## config.mk

```make
export PLATFORM = sky130hd
export DESIGN_NAME = issue_scheduler_flat
export DESIGN_NICKNAME = d
export VERILOG_FILES = /design/src/rtl/issue_scheduler_if.sv /design/src/rtl/issue_scheduler.sv /design/src/flat_wrapper.sv
export SDC_FILE = /design/constraint.sdc
export NUM_CORES = 1
export LEC_CHECK = 0
export BUFFER_PORTS_ARGS = -buffer_cell sky130_fd_sc_hd__buf_2
export CORE_AREA = 2 2 97 99
export DETAILED_ROUTE_END_ITERATION = 12
export DIE_AREA = 0 0 99 101
export HOLD_SLACK_MARGIN = 0.12
export PLACE_DENSITY = 0.84
export SLEW_MARGIN = 20
export SYNTH_ARGS = -nofsm -noshare
export SYNTH_HDL_FRONTEND = slang
export SYNTH_SLANG_ARGS = --single-unit
export TNS_END_PERCENT = 5
```

## constraint.sdc

```tcl
create_clock -name clk -period 4.68 [get_ports clk]
set_input_delay 0.234 -clock clk [delete_from_list [all_inputs] [get_ports clk]]
set_output_delay 0.234 -clock clk [all_outputs]
set_load 0.005 [all_outputs]
```

## src/rtl/issue_scheduler_if.sv

```systemverilog
// Fetch-side pair handshake and even/odd pipe issue bundle for issue_scheduler.
// master = fetch/pipe side that drives the pair and the stall controls, slave = scheduler.
interface issue_scheduler_if #(
   parameter int INST_WIDTH = 32
);
   logic                    pair_valid;
   logic [2*INST_WIDTH-1:0] pair_data;
   logic                    pair_ready;
   logic                    pipe_hold;
   logic                    flush;
   logic                    even_valid;
   logic [INST_WIDTH-1:0]   even_inst;
   logic                    odd_valid;
   logic [INST_WIDTH-1:0]   odd_inst;
   logic [15:0]             split_count;

   modport master (
      output pair_valid, pair_data, pipe_hold, flush,
      input  pair_ready, even_valid, even_inst, odd_valid, odd_inst, split_count
   );

   modport slave (
      input  pair_valid, pair_data, pipe_hold, flush,
      output pair_ready, even_valid, even_inst, odd_valid, odd_inst, split_count
   );
endinterface

```

## src/rtl/issue_scheduler.sv

```systemverilog
// Dual-issue scheduler: steers an instruction pair to even/odd pipes by opcode parity.
// Define DUAL_ISSUE_EN for dual issue; without it every two-instruction pair is split.
module issue_scheduler #(
   parameter int INST_WIDTH = 32,
   parameter int MUL_OPCODE = 20,
   parameter int MUL_BUSY   = 1
) (
   input logic              clk,
   input logic              reset,
   issue_scheduler_if.slave bus
);
   localparam logic [INST_WIDTH-1:0] NOP = '1;
   localparam int OP_LSB = INST_WIDTH - 6;

   typedef enum logic {EMPTY, PEND} state_t;

   state_t                state_reg, state_next;
   logic [INST_WIDTH-1:0] pending_reg, pending_next;
   logic [2:0]            busy_reg, busy_next;
   logic                  even_valid_reg, even_valid_next;
   logic [INST_WIDTH-1:0] even_inst_reg, even_inst_next;
   logic                  odd_valid_reg, odd_valid_next;
   logic [INST_WIDTH-1:0] odd_inst_reg, odd_inst_next;
   logic [15:0]           split_reg, split_next;

   logic                  pair_ready;
   logic                  accept;
   logic                  conflict;
   logic [INST_WIDTH-1:0] slot_inst [2];
   logic [1:0]            slot_real;
   logic [1:0]            slot_odd;

   // Slot 0 is the older instruction and always issues first on a split.
   generate
      for (genvar gi = 0; gi < 2; gi++) begin : g_slot
         assign slot_inst[gi] = bus.pair_data[gi*INST_WIDTH +: INST_WIDTH];
         assign slot_real[gi] = (slot_inst[gi] != NOP);
         assign slot_odd[gi]  = slot_inst[gi][OP_LSB];
      end
   endgenerate

`ifdef DUAL_ISSUE_EN
   assign conflict = (&slot_real) && (slot_odd[0] == slot_odd[1]);
`else
   assign conflict = &slot_real;
`endif

   assign pair_ready = (state_reg == EMPTY) && !bus.pipe_hold && !bus.flush &&
                       (busy_reg == 3'd0) && !reset;
   assign accept     = bus.pair_valid && pair_ready;

   always_ff @(posedge clk) begin
      if (reset) begin
         state_reg      <= EMPTY;
         pending_reg    <= NOP;
         busy_reg       <= 3'd0;
         even_valid_reg <= 1'b0;
         even_inst_reg  <= NOP;
         odd_valid_reg  <= 1'b0;
         odd_inst_reg   <= NOP;
         split_reg      <= 16'd0;
      end else begin
         state_reg      <= state_next;
         pending_reg    <= pending_next;
         busy_reg       <= busy_next;
         even_valid_reg <= even_valid_next;
         even_inst_reg  <= even_inst_next;
         odd_valid_reg  <= odd_valid_next;
         odd_inst_reg   <= odd_inst_next;
         split_reg      <= split_next;
      end
   end

   always_comb begin
      state_next      = state_reg;
      pending_next    = pending_reg;
      busy_next       = (busy_reg != 3'd0) ? busy_reg - 3'd1 : 3'd0;
      even_valid_next = 1'b0;
      even_inst_next  = NOP;
      odd_valid_next  = 1'b0;
      odd_inst_next   = NOP;
      split_next      = split_reg;

      if (bus.flush) begin
         state_next   = EMPTY;
         pending_next = NOP;
         busy_next    = 3'd0;
      end else if (!bus.pipe_hold) begin
         if (accept) begin
            for (int i = 0; i < 2; i++) begin
               if (slot_real[i] && !(conflict && i == 1)) begin
                  if (slot_odd[i]) begin
                     odd_valid_next = 1'b1;
                     odd_inst_next  = slot_inst[i];
                  end else begin
                     even_valid_next = 1'b1;
                     even_inst_next  = slot_inst[i];
                  end
               end
            end
            if (conflict) begin
               state_next   = PEND;
               pending_next = slot_inst[1];
               split_next   = split_reg + 16'd1;
            end
         end else if (state_reg == PEND) begin
            // The multiply only blocks the even pipe; odd leftovers go straight out.
            if (pending_reg[OP_LSB]) begin
               odd_valid_next = 1'b1;
               odd_inst_next  = pending_reg;
               state_next     = EMPTY;
               pending_next   = NOP;
            end else if (busy_reg == 3'd0) begin
               even_valid_next = 1'b1;
               even_inst_next  = pending_reg;
               state_next      = EMPTY;
               pending_next    = NOP;
            end
         end
      end

      if (even_valid_next && (even_inst_next[INST_WIDTH-1 -: 6] == 6'(MUL_OPCODE)))
         busy_next = 3'(MUL_BUSY);
   end

   assign bus.pair_ready  = pair_ready;
   assign bus.even_valid  = even_valid_reg;
   assign bus.even_inst   = even_inst_reg;
   assign bus.odd_valid   = odd_valid_reg;
   assign bus.odd_inst    = odd_inst_reg;
   assign bus.split_count = split_reg;
endmodule

```

## src/flat_wrapper.sv

```systemverilog
// flat-port wrapper written by rule: the top's interface ports become plain ports
module issue_scheduler_flat 
#(
   parameter int INST_WIDTH = 32,
   parameter int MUL_OPCODE = 20,
   parameter int MUL_BUSY   = 1
)
  (clk, reset, bus_pair_valid, bus_pair_data, bus_pipe_hold, bus_flush, bus_pair_ready, bus_even_valid, bus_even_inst, bus_odd_valid, bus_odd_inst, bus_split_count);
  issue_scheduler_if #(.INST_WIDTH(INST_WIDTH)) bus_i ();
  input logic clk;
  input logic reset;
  input wire logic [$bits(bus_i.pair_valid)-1:0] bus_pair_valid;
  input wire logic [$bits(bus_i.pair_data)-1:0] bus_pair_data;
  input wire logic [$bits(bus_i.pipe_hold)-1:0] bus_pipe_hold;
  input wire logic [$bits(bus_i.flush)-1:0] bus_flush;
  output wire logic [$bits(bus_i.pair_ready)-1:0] bus_pair_ready;
  output wire logic [$bits(bus_i.even_valid)-1:0] bus_even_valid;
  output wire logic [$bits(bus_i.even_inst)-1:0] bus_even_inst;
  output wire logic [$bits(bus_i.odd_valid)-1:0] bus_odd_valid;
  output wire logic [$bits(bus_i.odd_inst)-1:0] bus_odd_inst;
  output wire logic [$bits(bus_i.split_count)-1:0] bus_split_count;
  assign bus_i.pair_valid = bus_pair_valid;
  assign bus_i.pair_data = bus_pair_data;
  assign bus_i.pipe_hold = bus_pipe_hold;
  assign bus_i.flush = bus_flush;
  assign bus_pair_ready = bus_i.pair_ready;
  assign bus_even_valid = bus_i.even_valid;
  assign bus_even_inst = bus_i.even_inst;
  assign bus_odd_valid = bus_i.odd_valid;
  assign bus_odd_inst = bus_i.odd_inst;
  assign bus_split_count = bus_i.split_count;
  issue_scheduler #(.INST_WIDTH(INST_WIDTH), .MUL_OPCODE(MUL_OPCODE), .MUL_BUSY(MUL_BUSY)) u_core (.clk(clk), .reset(reset), .bus(bus_i));
endmodule
```

# After elaboration in Yosys (flattened, before gate mapping)
# Cells that the tools add are included.
totals:
  regBits: 118
  input_bits: 69
  out_inout_bits: 83
  word_cells: 91
classes:
  addsub: 2
  eq_ne: 4
  n_mux: 47
  n_bitwise: 4
  n_reduce_logical: 23
op_table:
  columns: ["operator", "count"]
  rows:
  - ["2-to-1 mux 32 bit", 22]
  - ["inequality test 32 bit (second input constant)", 2]
  - ["2-to-1 mux 1 bit", 25]
  - ["adder 16 x 1 -> 16 bit (second input constant)", 1]
  - ["logical AND 1 bit", 7]
  - ["== test 6 x 5 -> 1 bit (second input constant)", 1]
  - ["nonzero test 3 bit", 2]
  - ["AND reduction 5 bit", 1]
  - ["logical NOT 1 bit", 4]
  - ["inverter 1 bit", 4]
  - ["AND reduction 2 bit", 2]
  - ["AND reduction 4 bit", 1]
  - ["OR reduction 4 bit", 1]
  - ["logical NOT 3 bit", 1]
  - ["AND reduction 3 bit", 1]
  - ["OR reduction 3 bit", 1]
  - ["subtractor 3 x 1 -> 3 bit (second input constant)", 1]
  - ["inequality test 2 bit (second input constant)", 1]
  - ["nonzero test 2 bit", 1]
  - ["OR reduction 2 bit", 1]

# Logic depth before layout (Yosys ltp)
# Gate-level depths: netlist of run 1.
depth:
  word_depth: 12
  depth_mapped: 10
  ltp_nobuf: 8

# Worst setup path before layout of run 1
# OpenSTA, ideal clock, no wires.
synth_path:
  path_type: "register to register"
  start: "register u_core.busy_reg[0]"
  end: "register u_core.split_reg[15], in the netlist u_core.bus.split_count[15]"
  setup_time_ps: 70
  arrival_ps: 2572
  required_time_ps: 4610
  setup_slack_ps: 2038
  stages_incl_launch_ff: 10
  n_path_buf: 1
  synth_period_minus_slack_ps: 2642
  path_cell_list: "dfxtp_1 > inv_1 > ha_1 > nand2b_1 > clkbuf_1 > or4_4 > or4b_4 > or3_1 > or4_1 > a21oi_1"
synth_between:
  elab_chain_cells: 5
synth_lines:
  columns: ["element", "line", "text"]
  rows:
  - ["from (decl)", "issue_scheduler.sv:19", "logic [2:0] busy_reg, busy_next;"]
  - ["from (signal assigned)", "issue_scheduler.sv:65", "busy_reg <= busy_next;"]
  - ["logical NOT 3 bit", "issue_scheduler.sv:49", "(busy_reg == 3'd0) && !reset;"]
  - ["logical AND 1 bit", "issue_scheduler.sv:48", "assign pair_ready = (state_reg == EMPTY) && !bus.pipe_hold && !bus.flush &&"]
  - ["logical AND 1 bit", "issue_scheduler.sv:49", null]
  - ["logical AND 1 bit", "issue_scheduler.sv:50", "assign accept = bus.pair_valid && pair_ready;"]
  - ["AND reduction 5 bit (no line)", null, null]
  - ["to (signal assigned)", "issue_scheduler.sv:70", "split_reg <= split_next;"]
  - ["to (decl)", "issue_scheduler.sv:24", "logic [15:0] split_reg, split_next;"]
# Every way passes these cells.
# A chain may end at the register's enable or synchronous reset.

# Worst setup path in the final report of run 1
layout_path:
  start: "input port bus_pair_data[3]"
  end: "register u_core.odd_inst_reg[19], in the netlist u_core.bus.odd_inst[19]"
layout_between:
  elab_chain_cells: 6
  elab_cells_between_ends: 8
  classes_between: "eq/ne (1); mux (4); reduce/logical (3)"
layout_lines:
  columns: ["element", "line", "text"]
  rows:
  - ["from (decl)", "flat_wrapper.sv:13", "input wire logic [$bits(bus_i.pair_data)-1:0] bus_pair_data;"]
  - ["inequality test 32 bit *", "issue_scheduler.sv:37", "assign slot_real[gi] = (slot_inst[gi] != NOP);"]
  - ["AND reduction 2 bit", "issue_scheduler.sv:45", "assign conflict = &slot_real;"]
  - ["logical NOT 1 bit", "issue_scheduler.sv:91", "if (slot_real[i] && !(conflict && i == 1)) begin"]
  - ["logical AND 1 bit", "issue_scheduler.sv:91", null]
  - ["2-to-1 mux 32 bit *", "issue_scheduler.sv:91", null]
  - ["2-to-1 mux 32 bit *", "issue_scheduler.sv:89", "if (accept) begin"]
  - ["to (signal assigned)", "issue_scheduler.sv:69", "odd_inst_reg <= odd_inst_next;"]
  - ["to (decl)", "issue_scheduler.sv:23", "logic [INST_WIDTH-1:0] odd_inst_reg, odd_inst_next;"]
# Every way passes the cells marked *; elsewhere a longest branch is shown, timed or not.

==> impl_metrics.json, run 1 <==
{
  "synthArstFlopShare_pct": 0,
  "wl_per_cell_um": 19.6,
  "worst_pin_slew_ns": 1.07,
  "drive_gt1_share_pct": 25.1,
  "min_from": "bus_pipe_hold",
  "diodes": 0,
  "die-height_um": 101,
  "synth_ff_type": "dfxtp_1",
  "synth_top_area_share_pct": 48.2,
  "slew_violations": 0,
  "place.port_buffers": 150,
  "slowest_stage": "nor4_1",
  "fmax_mhz": 284,
  "cp_max_fo": 17,
  "yosysWarnings": 0,
  "final_nets": 861,
  "ys_seq_area_share_pct": 48.2,
  "synth_area_leader_cell": "dfxtp_1",
  "clk_latency_ns": 0.52,
  "clockRootBuffer": "clkbuf_8",
  "reg2reg_from": "u_core.busy_reg[0]$_SDFF_PP0_",
  "cts-buffers-inserted": 17,
  "antenna_left": 0,
  "yosys_register_bits": 117,
  "crit_chain": "dlygate4sd3_1, buf_2, nand4_1, nor4_1, and2_1, nand4_1, buf_4, nor2_1, o21ai_0, dlygate4sd3_1",
  "timing.critical_path.buf_inv": 4,
  "cts_resized": 0,
  "core_region_area_um2": 8980,
  "syn_inst": 589,
  "irDropWorstVdd_uv": 264,
  "reg2reg_setup_slack_ns": 1.46,
  "cts.sinks": 117,
  "maxCapViolCount": 0,
  "crit_start": "bus_pair_data[3]",
  "clock_path_buffers": 2,
  "fin_setup_tns_ns": 0,
  "vias_per_cell": 6.47,
  "period_minus_slack_ns": 3.52,
  "setup_viol": 0,
  "num_rows": 35,
  "fin_total_pwr_mw": 2.58,
  "crit_required_ns": 5.08,
  "grt_max_degree": 40,
  "grt_pass1_wl_um": 27900,
  "hold_violations": 0,
  "rsz0062_at_grt": "false",
  "slowest_delay_ns": 0.73,
  "slew_headroom_pct": 28.5,
  "power.density_nw_per_um2": 366,
  "critPathTopFamily": "simple AND/OR/NAND/NOR gates",
  "drtIter0Drc": 870,
  "synth-edff-count": 0,
  "netlist_area_um2": 4860,
  "cts.reportedPaths.clkPinSlew_ns": 0.06,
  "first_global_vias": 5792,
  "cts_tree": "built",
  "grt_antenna_before_repair": 0,
  "post_cts_buffers": 0,
  "yosysMostFrequentCell": "dfxtp_1",
  "place_congestion": 0.889,
  "area_growth_syn_to_layout_pct": 45.1,
  "fin_crit_sh_pct": 75.2,
  "ys_types": 42,
  "route.detailed.drc": 0,
  "synth_common_cells": "dfxtp_1, nor2_1, a21oi_1, o21ai_0, o22ai_1",
  "p_leak_nw": 2.57,
  "dieArea_um2": 10000,
  "first_pass_iters": 6,
  "io_pins": 152,
  "dpl.hpwl_um": 9910,
  "critical_path_class": "input pin to flip-flop",
  "arrival_ns": 3.92,
  "die_w_um": 99,
  "ys_top_cells_by_area": "dfxtp_1, a21oi_1, o21ai_0",
  "cp-start-kind": "input pin",
  "wirelength_um": 17900,
  "fin_worst_skew_ns": 0.00517,
  "grt_overflow": 0,
  "syn-num-nets": 661,
  "min_path_type": "input pin to flip-flop",
  "vias": 5903,
  "status": "finished clean",
  "worstSetupEndpointType": "flip-flop",
  "start_util_pct": 54.1,
  "avgSynthCellArea_um2": 8.24,
  "cts_htree_levels": 4,
  "grtUsageTotal_pct": 35.1
}
-- worst reg2reg max path, stage by stage (launching register included) --
cell           delay, ns
dfxtp_1             0.30
inv_1               0.09
ha_1                0.17
nand2b_1            0.20
nor4_2              0.26
and2_1              0.24
nand4_1             0.60
buf_4               0.47
nor2_1              0.10
o21ai_0             0.09
dlygate4sd3_1       0.58
-- final cells by class --
| class | count | area [um^2] |
|---|---|---|
| Inverter | 7 | 26.3 |
| Multi-Input combinational cell | 413 | 2330 |
| Tap cell | 111 | 139 |
| Fill cell | 543 | 1930 |
| Clock inverter | 13 | 204 |
| Sequential cell | 117 | 2340 |
| Timing Repair Buffer | 233 | 1570 |
| Clock buffer | 19 | 432 |
-- stage by stage --
| step | utilization, % | setup slack, ns | area (um^2) | hold slack, ns | instances |
|---|---|---|---|---|---|
| 4_1_cts | 78.4 | 0.999 | 7030 | 0.123 | 913 |
| 6_report | 78.5 | 1.16 | 7040 | 0.144 | 913 |
| 3_3_place_gp | 62.5 | 1.46 | 5610 | 0.482 | 803 |
| 3_5_place_dp | 62.6 | 1.43 | 5620 | 0.502 | 803 |
| 2_1_floorplan | - | 2.04 | 4860 | 0.342 | 589 |
| 5_1_grt | 78.5 | 0.915 | 7040 | 0.174 | 913 |
-- cell usage in the layout, fill, tap and decap left out, types with 6 or more instances in the layout --
cell | synthesis | routed
buf_2 | 0 | 150
dfxtp_1 | 117 | 117
dlygate4sd3_1 | 0 | 78
nor2_1 | 73 | 71
o21ai_0 | 70 | 70
a21oi_1 | 70 | 70
o22ai_1 | 56 | 56
nor4_1 | 35 | 34
nand4_1 | 22 | 22
clkbuf_16 | 0 | 16
nand2_1 | 15 | 13
or3_1 | 8 | 8
inv_1 | 7 | 7
xor2_1 | 6 | 6
-- report_power, final --
group	total, mW	switching (mW)	internal, mW
registers	1.00	0.00187	1.00
logic	0.175	0.0987	0.0765
clock network	1.40	0.468	0.930
-- repair_timing --
action,in CTS,in global routing
endpoints found under the setup margin,0,0
hold endpoints to repair,93,0
hold buffers,78,0
-- cells by family after synthesis --
family | share of synthesized area, %
XOR/XNOR | 1.62
AND/OR/NAND/NOR | 20.4
other | 0.0772
buffers and inverters | 4.64
flip-flops | 48.2
AO/OA/AOI/OAI | 24.1
adder cells (fa/ha/maj) | 0.773
multiplexers | 0.206
-- worst paths after layout --
path | end | depth (start not counted)
max reg2reg | u_core.bus.odd_inst[19]$_SDFF_PP1_ | 10
min | u_core.pending_reg[26]$_SDFFE_PP1P_ | 3
max | u_core.bus.odd_inst[19]$_SDFF_PP1_ | 10
min reg2reg | u_core.busy_reg[2]$_SDFF_PP0_ | 2
-- metal layers --
| layer | vias up | GRT usage (%) | routed length (um) |
|---|---|---|---|
| met2 | 501 | 58.3 | 8580 |
| met1 | 2692 | 40.1 | 6470 |
| met4 | 0 | 21.0 | 873 |
| li1 | 2591 | - | - |
| met3 | 119 | 10.1 | 1990 |
| met5 | - | 0 | 0 |
No activity file was read; power rests on OpenSTA's default activity.
==> run 2, diff against run 1 <==
--- a/config.mk
+++ b/config.mk
@@ -5,12 +5,13 @@
 export SDC_FILE = /design/constraint.sdc
 export NUM_CORES = 1
 export LEC_CHECK = 0
+export ABC_AREA = 1
 export BUFFER_PORTS_ARGS = -buffer_cell sky130_fd_sc_hd__buf_2
-export CORE_AREA = 2 2 97 99
+export CORE_AREA = 2 2 106 108
 export DETAILED_ROUTE_END_ITERATION = 12
-export DIE_AREA = 0 0 99 101
+export DIE_AREA = 0 0 108 110
 export HOLD_SLACK_MARGIN = 0.12
-export PLACE_DENSITY = 0.84
+export PLACE_DENSITY = 0.78
 export SLEW_MARGIN = 20
 export SYNTH_ARGS = -nofsm -noshare
 export SYNTH_HDL_FRONTEND = slang
==> constraint.sdc (replaced) <==
create_clock -name clk -period 3.3 [get_ports clk]
set_input_delay 0.165 -clock clk [delete_from_list [all_inputs] [get_ports clk]]
set_output_delay 0.165 -clock clk [all_outputs]
set_load 0.005 [all_outputs]
==> run 2 against run 1 <==
Combinational power up 45%. Routed wire length up 1.9%. Final area up 8.8%. Setup slack worse by 0.70 ns. Critical endpoint is now u_core.bus.odd_inst[8]$_SDFF_PP1_.
==> impl_metrics.json, run 2 <==
{
  "syn-num-nets": 809,
  "clock_path_buffers": 2,
  "status": "finished clean",
  "period_minus_slack_ns": 2.84,
  "die-height_um": 110,
  "irDropWorstVdd_uv": 306,
  "post_cts_buffers": 0,
  "drtIter0Drc": 493,
  "worstSetupEndpointType": "flip-flop",
  "cts.sinks": 117,
  "crit_required_ns": 3.76,
  "synth-edff-count": 0,
  "hold_violations": 0,
  "grtUsageTotal_pct": 31.3,
  "num_rows": 38,
  "mostFrequentLayoutCell": "nand2_1",
  "rsz0062_at_grt": "false",
  "final_nets": 1028,
  "combPwrFrac_pct": 7.0,
  "synth_ff_type": "dfxtp_1",
  "first_pass_iters": 6,
  "synth_area_leader_cell": "dfxtp_1",
  "start_util_pct": 51.2,
  "slowest_stage": "dlygate4sd3_1",
  "die_w_um": 108,
  "crit_chain": "dlygate4sd3_1, buf_2, nand2_1, nor2_1, nand2_1, nor2_1, nand2_1, and2_2, nand2_1, buf_4, o22ai_1, o21ai_0, dlygate4sd3_1",
  "layout_common_cells": "nand2_1, buf_2, dfxtp_1, dlygate4sd3_1, inv_1",
  "wirelength_um": 18300,
  "place_congestion": 0.898,
  "yosysWarnings": 0,
  "fmax_mhz": 352,
  "slowest_delay_ns": 0.59,
  "clk_latency_ns": 0.52,
  "critical_path_class": "input pin to flip-flop",
  "min_path_type": "input pin to flip-flop",
  "cts.reportedPaths.clkPinSlew_ns": 0.06,
  "avgSynthCellArea_um2": 7.43,
  "grt_antenna_before_repair": 0,
  "seq_power_share_pct": 39.4,
  "worst_pin_slew_ns": 0.822,
  "fin_worst_skew_ns": 0.0106,
  "setup_viol": 0,
  "ys_seq_area_share_pct": 42.8,
  "fin_crit_sh_pct": 86.1,
  "route.detailed.drc": 0,
  "netlist_area_um2": 5480,
  "slew_headroom_pct": 45.2,
  "antenna_left": 0,
  "core_region_area_um2": 10700,
  "cts_tree": "built",
  "grt_pass1_wl_um": 28700,
  "post-route-util_pct": 71.6,
  "synthArstFlopShare_pct": 0,
  "timing.critical_path.mode_cell": "nand2_1",
  "yosys_register_bits": 117,
  "intPower_mw": 2.77,
  "arrival_ns": 3.30,
  "pwr-share-clk_pct": 53.6,
  "syn_inst": 737,
  "cp_max_fo": 24,
  "clockRootBuffer": "clkbuf_8",
  "maxCapViolCount": 0,
  "area_growth_syn_to_layout_pct": 39.9,
  "synth_top_area_share_pct": 42.8,
  "fin_setup_tns_ns": 0,
  "yosysMostFrequentCell": "nand2_1",
  "ys_types": 36,
  "slew_violations": 0,
  "timing.critical_path.buf_inv": 4,
  "vias_per_cell": 5.61,
  "dpl.hpwl_um": 10600,
  "critPathTopFamily": "buffers and inverters",
  "cp-start-kind": "input pin",
  "ys_top_cells_by_area": "dfxtp_1, nand2_1, o221ai_1",
  "power.density_nw_per_um2": 472,
  "diodes": 0,
  "vias": 6217,
  "synth_common_cells": "nand2_1, dfxtp_1, inv_1, nor2_1, nand3_1",
  "first_global_vias": 6019,
  "drive_gt1_share_pct": 22.0,
  "cts_htree_levels": 4,
  "grt_overflow": 0,
  "place.port_buffers": 150,
  "grt_max_degree": 49,
  "wl_per_cell_um": 16.5,
  "io_pins": 152,
  "p_leak_nw": 3.09,
  "cts-buffers-inserted": 17,
  "switchingPower_uw": 850,
  "dieArea_um2": 11900,
  "p_sw_share_pct": 23.5
}
## run 2: cell count changes in the layout (fill, tap and decap cells not counted), sizes merged, moves of 28 or more
cell	before	now
or2	2	35
nor4	35	0
a21oi	70	16
nand3	4	39
o221ai	2	34
o21ai	70	40
nor3	4	32
nand2	15	184
inv	8	76
o22ai	56	22
## run 2: path summary, 6_finish.rpt
kind / startpoint / endpoint / slack [ns] / depth (start not counted)
hold / removal: bus_pair_data[25] / u_core.bus.odd_inst[25]$_SDFF_PP1_ / 0.16 / 4
setup / recovery: bus_pair_data[49] / u_core.bus.odd_inst[8]$_SDFF_PP1_ / 0.46 / 13
hold reg to reg: u_core.pending_reg[31]$_SDFFE_PP1P_ / u_core.pending_reg[31]$_SDFFE_PP1P_ / 0.48 / 2
setup reg to reg: u_core.busy_reg[0]$_SDFF_PP0_ / u_core.bus.odd_inst[1]$_SDFF_PP1_ / 0.60 / 11
## run 2: what timing repair did
action,4_1_cts,5_1_grt
hold buffers,81,0
resized for setup,0,0
endpoints found under the hold margin,99,0
## run 2: area by class of cell
type	instances	area (um^2)
clock buffers	17	414
clock inverters	15	204
fillers	832	3040
inverters	74	278
multi-input cells	505	2610
flip-flops and latches	117	2340
well taps	140	175
repair buffers	241	1640
## run 2: cells by family after synthesis
group / Yosys count / share of synthesized area [%]
AND/OR/NAND/NOR: 370 / 31.0
AO/OA/AOI/OAI: 123 / 14.6
flip-flops: 117 / 42.8
buffers and inverters: 115 / 9.57
other: 1 / 0.0685
XOR/XNOR: 8 / 1.28
adder cells (fa/ha/maj): 3 / 0.686
## run 2: stage by stage
| step | power, mW | setup WS, ns | hold slack (ns) | std cells | instance area, um^2 |
|---|---|---|---|---|---|
| global placement | 1.64 | 0.963 | 0.465 | 996 | 6230 |
| floorplan | 1.55 | 1.37 | 0.306 | 737 | 5480 |
| CTS | 3.60 | 0.619 | 0.141 | 1109 | 7660 |
| finish | 3.62 | 0.459 | 0.160 | 1109 | 7660 |
| detailed placement | 1.64 | 0.863 | 0.466 | 996 | 6230 |
| global route | 3.72 | 0.364 | 0.156 | 1109 | 7660 |
## run 2: worst register-to-register path, stage by stage, from the launching register on
cell	delay [ns]
dfxtp_1	0.29
inv_1	0.09
ha_1	0.15
inv_1	0.03
or2_2	0.33
nor3_4	0.15
nand2_2	0.09
buf_4	0.28
or2_2	0.36
o22ai_1	0.12
o21ai_0	0.10
dlygate4sd3_1	0.59
## run 2: power by group through the flow
stage | sequential [mW] | clock [mW] | combinational, mW
final | 1.43 | 1.94 | 0.254
after CTS | 1.43 | 1.94 | 0.240
after floorplan | 1.46 | 0 | 0.0951
after global routing | 1.43 | 2.02 | 0.272
after global placement | 1.46 | 0 | 0.179
after detailed placement | 1.46 | 0 | 0.180
## run 2: layer usage
layer	global-route usage (%)	routed length, um	vias up
li1	-	-	2899
met1	36.1	6840	2801
met2	53.1	8700	417
met3	7.47	1790	100
met4	18.6	933	0
met5	0	0	-
